<file path="config.mk">
export PLATFORM = sky130hd
export DESIGN_NAME = muldiv_unit_flat
export DESIGN_NICKNAME = d
export VERILOG_FILES = /design/src/rtl/muldiv_unit_if.sv /design/src/rtl/muldiv_unit.sv /design/src/flat_wrapper.sv
export SDC_FILE = /design/constraint.sdc
export NUM_CORES = 1
export LEC_CHECK = 0
export ABC_CLOCK_PERIOD_IN_PS = 4900
export CAP_MARGIN = 25
export CORE_ASPECT_RATIO = 2
export CORE_MARGIN = 1
export CORE_UTILIZATION = 35
export CTS_CLUSTER_SIZE = 16
export DETAILED_ROUTE_END_ITERATION = 16
export SETUP_SLACK_MARGIN = 0.4
export SLEW_MARGIN = 20
export SYNTH_ARGS = -nofsm -noshare
export SYNTH_HDL_FRONTEND = slang
export SYNTH_SLANG_ARGS = --single-unit
</file>
<file path="constraint.sdc">
create_clock -name clk -period 4.9 [get_ports clk]
set_input_delay 0.98 -clock clk [delete_from_list [all_inputs] [get_ports clk]]
set_output_delay 0.98 -clock clk [all_outputs]
set_load 0.005 [all_outputs]
</file>
<file path="src/rtl/muldiv_unit_if.sv">
// Request/response bundle between the issue stage and the iterative multiply/divide unit.
// The requester drives operands and control; the unit returns status and write-back fields.
interface muldiv_unit_if #(
  parameter int unsigned D_WIDTH = 32,
  parameter int unsigned A_WIDTH = 5
);
  logic               start;
  logic [2:0]         funct3;
  logic [D_WIDTH-1:0] op_a;
  logic [D_WIDTH-1:0] op_b;
  logic [A_WIDTH-1:0] rd_in;
  logic               flush;
  logic               busy;
  logic               done;
  logic [D_WIDTH-1:0] result;
  logic [A_WIDTH-1:0] rd_out;
  logic               reg_write;

  modport master (
    output start, funct3, op_a, op_b, rd_in, flush,
    input  busy, done, result, rd_out, reg_write
  );

  modport slave (
    input  start, funct3, op_a, op_b, rd_in, flush,
    output busy, done, result, rd_out, reg_write
  );
endinterface

</file>
<file path="src/rtl/muldiv_unit.sv">
// Iterative RV32M multiply/divide: radix-2 shift-add multiply and restoring divide,
// fixed D_WIDTH+1 cycle latency, one operation in flight, registered write-back outputs.
module muldiv_unit #(
  parameter int unsigned D_WIDTH = 32,
  parameter int unsigned A_WIDTH = 5
) (
  input logic          clk,
  input logic          rst_n,
  muldiv_unit_if.slave bus
);
  localparam int unsigned P_WIDTH = 2 * D_WIDTH;
  localparam int unsigned CNT_W   = $clog2(D_WIDTH);

  typedef enum logic [1:0] {IDLE, CALC, DONE} state_t;

  state_t             state;
  logic [CNT_W-1:0]   count;
  logic [2:0]         op;
  logic               sign_a;
  logic               sign_b;
  logic               b_zero;
  logic [D_WIDTH-1:0] opnd;
  logic [P_WIDTH-1:0] acc;
  logic               busy_q;
  logic               done_q;
  logic               reg_write_q;
  logic [D_WIDTH-1:0] result_q;
  logic [A_WIDTH-1:0] rd_q;

  // Operand signedness and magnitudes of the incoming request
  logic               is_div;
  logic               neg_a;
  logic               neg_b;
  logic [D_WIDTH-1:0] mag_a;
  logic [D_WIDTH-1:0] mag_b;

  always_comb begin
    is_div = bus.funct3[2];
    neg_a  = 1'b0;
    neg_b  = 1'b0;
    if (is_div) begin
      neg_a = ~bus.funct3[0] & bus.op_a[D_WIDTH-1];
      neg_b = ~bus.funct3[0] & bus.op_b[D_WIDTH-1];
    end else begin
      neg_a = (bus.funct3[1:0] != 2'b11) & bus.op_a[D_WIDTH-1];
      neg_b = ~bus.funct3[1] & bus.op_b[D_WIDTH-1];
    end
    mag_a = neg_a ? -bus.op_a : bus.op_a;
    mag_b = neg_b ? -bus.op_b : bus.op_b;
  end

  // One iteration: acc holds {partial product, multiplier} or {remainder, quotient}
  logic [D_WIDTH:0]   mul_sum;
  logic [D_WIDTH:0]   div_shift;
  logic               div_ge;
  logic [D_WIDTH-1:0] div_diff;
  logic [P_WIDTH-1:0] acc_step;

  always_comb begin
    mul_sum   = {1'b0, acc[P_WIDTH-1:D_WIDTH]} + (acc[0] ? {1'b0, opnd} : '0);
    div_shift = acc[P_WIDTH-1:D_WIDTH-1];
    div_ge    = div_shift >= {1'b0, opnd};
    div_diff  = div_shift[D_WIDTH-1:0] - opnd;
    if (op[2]) begin
      acc_step = {(div_ge ? div_diff : div_shift[D_WIDTH-1:0]), acc[D_WIDTH-2:0], div_ge};
    end else begin
      acc_step = {mul_sum, acc[D_WIDTH-1:1]};
    end
  end

  // Sign fix-up and result selection from the last iteration
  logic               res_neg;
  logic [P_WIDTH-1:0] prod_s;
  logic [D_WIDTH-1:0] quot;
  logic [D_WIDTH-1:0] rmd;
  logic [D_WIDTH-1:0] fin;

  always_comb begin
    res_neg = sign_a ^ sign_b;
    prod_s  = res_neg ? -acc_step : acc_step;
    quot    = acc_step[D_WIDTH-1:0];
    rmd     = acc_step[P_WIDTH-1:D_WIDTH];
    fin     = '0;
    case (op)
      3'b000:                 fin = prod_s[D_WIDTH-1:0];
      3'b001, 3'b010, 3'b011: fin = prod_s[P_WIDTH-1:D_WIDTH];
      3'b100, 3'b101:         fin = b_zero ? '1 : (res_neg ? -quot : quot);
      default:                fin = sign_a ? -rmd : rmd;
    endcase
  end

  always_ff @(posedge clk or negedge rst_n) begin
    if (!rst_n) begin
      state       <= IDLE;
      count       <= '0;
      op          <= '0;
      sign_a      <= 1'b0;
      sign_b      <= 1'b0;
      b_zero      <= 1'b0;
      opnd        <= '0;
      acc         <= '0;
      busy_q      <= 1'b0;
      done_q      <= 1'b0;
      reg_write_q <= 1'b0;
      result_q    <= '0;
      rd_q        <= '0;
    end else begin
      done_q      <= 1'b0;
      reg_write_q <= 1'b0;
      case (state)
        IDLE: begin
          if (bus.start && !bus.flush) begin
            state  <= CALC;
            busy_q <= 1'b1;
            count  <= '0;
            op     <= bus.funct3;
            sign_a <= neg_a;
            sign_b <= neg_b;
            b_zero <= (bus.op_b == '0);
            opnd   <= is_div ? mag_b : mag_a;
            acc    <= {{D_WIDTH{1'b0}}, (is_div ? mag_a : mag_b)};
            rd_q   <= bus.rd_in;
          end
        end
        CALC: begin
          if (bus.flush) begin
            state  <= IDLE;
            busy_q <= 1'b0;
          end else begin
            acc   <= acc_step;
            count <= count + CNT_W'(1);
            if (count == CNT_W'(D_WIDTH - 1)) begin
              state       <= DONE;
              result_q    <= fin;
              done_q      <= 1'b1;
              reg_write_q <= (rd_q != A_WIDTH'(0));
            end
          end
        end
        default: begin
          state  <= IDLE;
          busy_q <= 1'b0;
        end
      endcase
    end
  end

  assign bus.busy      = busy_q;
  assign bus.done      = done_q;
  assign bus.reg_write = reg_write_q;
  assign bus.result    = result_q;
  assign bus.rd_out    = rd_q;
endmodule

</file>
<file path="src/flat_wrapper.sv">
// flat-port wrapper written by rule: the top's interface ports become plain ports
module muldiv_unit_flat 
#(
  parameter int unsigned D_WIDTH = 32,
  parameter int unsigned A_WIDTH = 5
)
  (clk, rst_n, bus_start, bus_funct3, bus_op_a, bus_op_b, bus_rd_in, bus_flush, bus_busy, bus_done, bus_result, bus_rd_out, bus_reg_write);
  muldiv_unit_if #(.D_WIDTH(D_WIDTH), .A_WIDTH(A_WIDTH)) bus_i ();
  input logic clk;
  input logic rst_n;
  input wire logic [$bits(bus_i.start)-1:0] bus_start;
  input wire logic [$bits(bus_i.funct3)-1:0] bus_funct3;
  input wire logic [$bits(bus_i.op_a)-1:0] bus_op_a;
  input wire logic [$bits(bus_i.op_b)-1:0] bus_op_b;
  input wire logic [$bits(bus_i.rd_in)-1:0] bus_rd_in;
  input wire logic [$bits(bus_i.flush)-1:0] bus_flush;
  output wire logic [$bits(bus_i.busy)-1:0] bus_busy;
  output wire logic [$bits(bus_i.done)-1:0] bus_done;
  output wire logic [$bits(bus_i.result)-1:0] bus_result;
  output wire logic [$bits(bus_i.rd_out)-1:0] bus_rd_out;
  output wire logic [$bits(bus_i.reg_write)-1:0] bus_reg_write;
  assign bus_i.start = bus_start;
  assign bus_i.funct3 = bus_funct3;
  assign bus_i.op_a = bus_op_a;
  assign bus_i.op_b = bus_op_b;
  assign bus_i.rd_in = bus_rd_in;
  assign bus_i.flush = bus_flush;
  assign bus_busy = bus_i.busy;
  assign bus_done = bus_i.done;
  assign bus_result = bus_i.result;
  assign bus_rd_out = bus_i.rd_out;
  assign bus_reg_write = bus_i.reg_write;
  muldiv_unit #(.D_WIDTH(D_WIDTH), .A_WIDTH(A_WIDTH)) u_core (.clk(clk), .rst_n(rst_n), .bus(bus_i));
endmodule
</file>
==> results by group <==
Routing
  • Drc violations: 6
  • 1st-pass router iterations: 11
  • Via count: 18,300
  • Antenna-violating nets left: 0
  • Routed WL per cell: 25.7 um
  • Drt initial violations: 1,278
  • Vias/cell: 6.00
  • Final WL: 78,600 um

STA
  • Final slew viol count: 0
  • Final Setup Violations: 0
  • Max-slew headroom: 0.320
  • WHS: 485 ps
  • Period utilization: 0.944
  • Max Clk Rate: 216 MHz
  • Layout Skew: 16.0 ps
  • Fin crit period: 4630 ps
  • Hold Fails Final Rpt: 0
  • RSZ-0062 raised after global routing: yes
  • Actual slew at the worst max-slew pin: 1020 ps
  • Final total negative setup slack: 0 ps

Synthesis
  • Leading area contributor after synthesis: dfrtp_1
  • Area contributors post-synth: dfrtp_1, o21ai_0, nand2_1, a21oi_1, ha_1
  • Top FF cell, synth: dfrtp_1
  • Post-synth EDFFs: 0
  • Part of the Yosys area used for sequential elements: 0.237
  • Syn_area_per_cell: 7.34 um2
  • Seq cells post-synth: 149
  • Post-synth top cells: nand2_1, o21ai_0, a21oi_1
  • Gate Count Post-Synth: 2,145
  • Post-synth net total: 2,293
  • Async SR Flop Fraction: 1.00
  • Most common cell in the netlist: nand2_1
  • Mapped Area: 15,700 um2
  • Yosys cell types: 94
  • Synth warn: 0
  • Synth top area share: 0.237

GRT
  • First-pass GRT wire length: 115,000 um
  • GRT Overall Usage: 0.341
  • Total global routing overflow: 0
  • Vias in the first global route: 18,400
  • Initial antenna violation count: 3
  • Largest net degree at the start of global routing: 108

Placement
  • Placed Area: 19,200 um2
  • PortBufs: 115
  • Gpl congestion: 1.02
  • Detailed placement HPWL: 62,100 um

Power
  • VDD IR-drop max: 417 uV
  • Comb pwr share: 0.747
  • Sw Ratio: 0.513
  • Lkg Pwr: 8.98 nW
  • Internal Power: 6.02 mW
  • Power per Cell Area: 583 nW/um2
  • Clock share of power: 0.113
  • Net switching power: 6.33 mW
  • Register share of total power: 0.140

Critical path
  • Worst endpoint required time: 5250 ps
  • Arr. time, crit path: 4970 ps
  • CP endpoint kind: register
  • Crit path cell chain: inv_2, ha_4, a21o_1, a211o_1, a41o_1, a311oi_4, nand2_2, o211ai_1, a21boi_4, ha_4, inv_4, a311oi_4, nand4b_4, nor4_4, buf_4, nand4_4, o21ai_2, xor2_1, a221oi_2, buf_4, o21ai_1
  • Max stage delay on crit path: 390 ps
  • Crit Path Category: register to register
  • Crit path max fanout: 5
  • Critical Path Start Type: register
  • Crit-path slowest cell: dfrtp_1
  • Worst R2R Path Depth: 21
  • CP top delay family: compound AO/OA/AOI/OAI gates
  • Crit path depth: 21
  • Crit path buffers/inverters: 4

Die
  • Top-level port count: 116
  • Row count: 109
  • Die area: 45,900 um2
  • Core area: 44,300 um2
  • Die Ht: 302 um
  • Die width: 152 um
  • Initial core utilization: 0.355

Clock tree
  • Clock H-tree levels: 4
  • Clk sink count: 149
  • Worst-skew pair later-pin latency: 480 ps
  • Reg clk slew, reported paths: 80 ps
  • CTS tree: done
  • CTS root buf: clkbuf_16
  • Max Root-Sink Buffers: 2
  • Post-cts hold buffer count: 0
  • Inserted Clock Buffers: 17

Run
  • Max Cap Viol: 0

Finish
  • Fillers: 4,425
  • Area grow syn2layout: 34.4%
  • Area occupied by multi-input gates: 12,100 um2
  • Fin nets: 2,637
  • Sequential cell area: 3730 um2
  • Final Core Density: 0.477
  • Layout cells sized above 1: 0.215
  • Final instance area: 21,200 um2

Outcome
  • Failing checks: DRC
  • Status: finished with violations

Hold path
  • Hold path cells: 2
  • Hold Path Class: register to register
power groups by stage:
stage,Sequential (mW),Combinational [mW],Clock [mW]
finish,1.73,9.22,1.40
floorplan,1.67,4.41,0
global placement,1.72,7.95,0
detailed placement,1.73,7.96,0
global route,1.75,9.73,1.44
CTS,1.72,8.64,1.41
layout by cell type, fill, tap and decap left out, types with 19 or more instances in the layout:
cell type	synthesis	routed
a21o_1	30	29
xnor2_1	79	76
o21ai_1	7	19
nor2_1	195	186
clkdlybuf4s50_1	0	113
nand4_1	25	25
a31oi_1	41	35
a21oi_1	211	197
o21ai_0	232	214
inv_1	54	45
nand3_1	46	45
buf_4	6	314
nand2_1	284	279
nor3_1	48	45
and2_1	51	49
ha_4	0	19
mux2i_1	48	48
xor2_1	76	75
o211ai_1	23	23
dfrtp_1	149	146
ha_1	70	48
repair_timing:
item                       CTS  global route
setup buffers               44            21
resized for setup           98            68
setup endpoints to repair   23            24
gates cloned                 0             0
pin swaps                   39            30
per-layer routing:
metal,GRT usage,wire length [um],vias up
met2,0.629,40100,748
met5,0,0,-
met4,0.348,8960,0
met3,0.0404,3350,323
li1,-,-,8506
met1,0.321,26200,8768
flip-flops by register name, summed over array words and instances (netlist names):
| name | flops |
|---|---|
| u_core.bus.result | 32 |
| u_core.sign_b | 1 |
| u_core.b_zero | 1 |
| u_core.bus.busy | 1 |
| u_core.bus.reg_write | 1 |
| u_core.bus.done | 1 |
| u_core.state | 2 |
| u_core.sign_a | 1 |
| u_core.bus.rd_out | 5 |
| u_core.opnd | 32 |
| u_core.acc | 64 |
| u_core.op | 3 |
| u_core.count | 5 |
cells by family (layout without fill, tap and decap cells):
| logic type | count (synthesis) | in the layout | synth area share |
|---|---|---|---|
| AOI/OAI and AO/OA | 740 | 740 | 0.294 |
| xor gates and xnor gates | 155 | 155 | 0.0862 |
| adders and majority gates | 72 | 72 | 0.0582 |
| buffers and inverters | 183 | 540 | 0.0471 |
| DFF | 149 | 149 | 0.237 |
| muxes | 58 | 58 | 0.0377 |
| other | 0 | 2 | 0 |
| and+or+nand+nor | 788 | 788 | 0.240 |
worst min-delay path, cell delays in order (launching register included):
cell     delay, ps
dfrtp_1        350
nand2_1         50
o41ai_1         50
final timing paths:
| check | slack, ps | from | endpoint |
|---|---|---|---|
| max | 270 | u_core.opnd[30] | u_core.bus.result[22] |
| min | 490 | u_core.bus.result[11] | u_core.bus.result[11] |
| max reg2reg | 270 | u_core.opnd[30] | u_core.bus.result[22] |
| min reg2reg | 490 | u_core.bus.result[11] | u_core.bus.result[11] |
| max in group asynchronous | 3170 | rst_n | u_core.acc[54] |
| min in group asynchronous | 550 | rst_n | u_core.bus.result[17] |
through the flow:
step	power [mW]	worst slack (ps)	std cells
after global placement	9.67	-129	2960
after floorplan	6.08	311	2145
after global routing	12.9	121	3059
after detailed placement	9.69	-153	2960
after CTS	11.8	337	3036
final	12.3	275	3059
layout make-up:
cell class | instances | share of cell area
clock inverters | 15 | 0.00875
diodes | 2 | 0.000236
clock buffers | 17 | 0.0201
flip-flops and latches | 149 | 0.176
well taps | 555 | 0.0328
repair buffers | 452 | 0.181
multi-input cells | 1813 | 0.571
inverters | 56 | 0.0101
No activity file was read; power rests on OpenSTA's default activity.
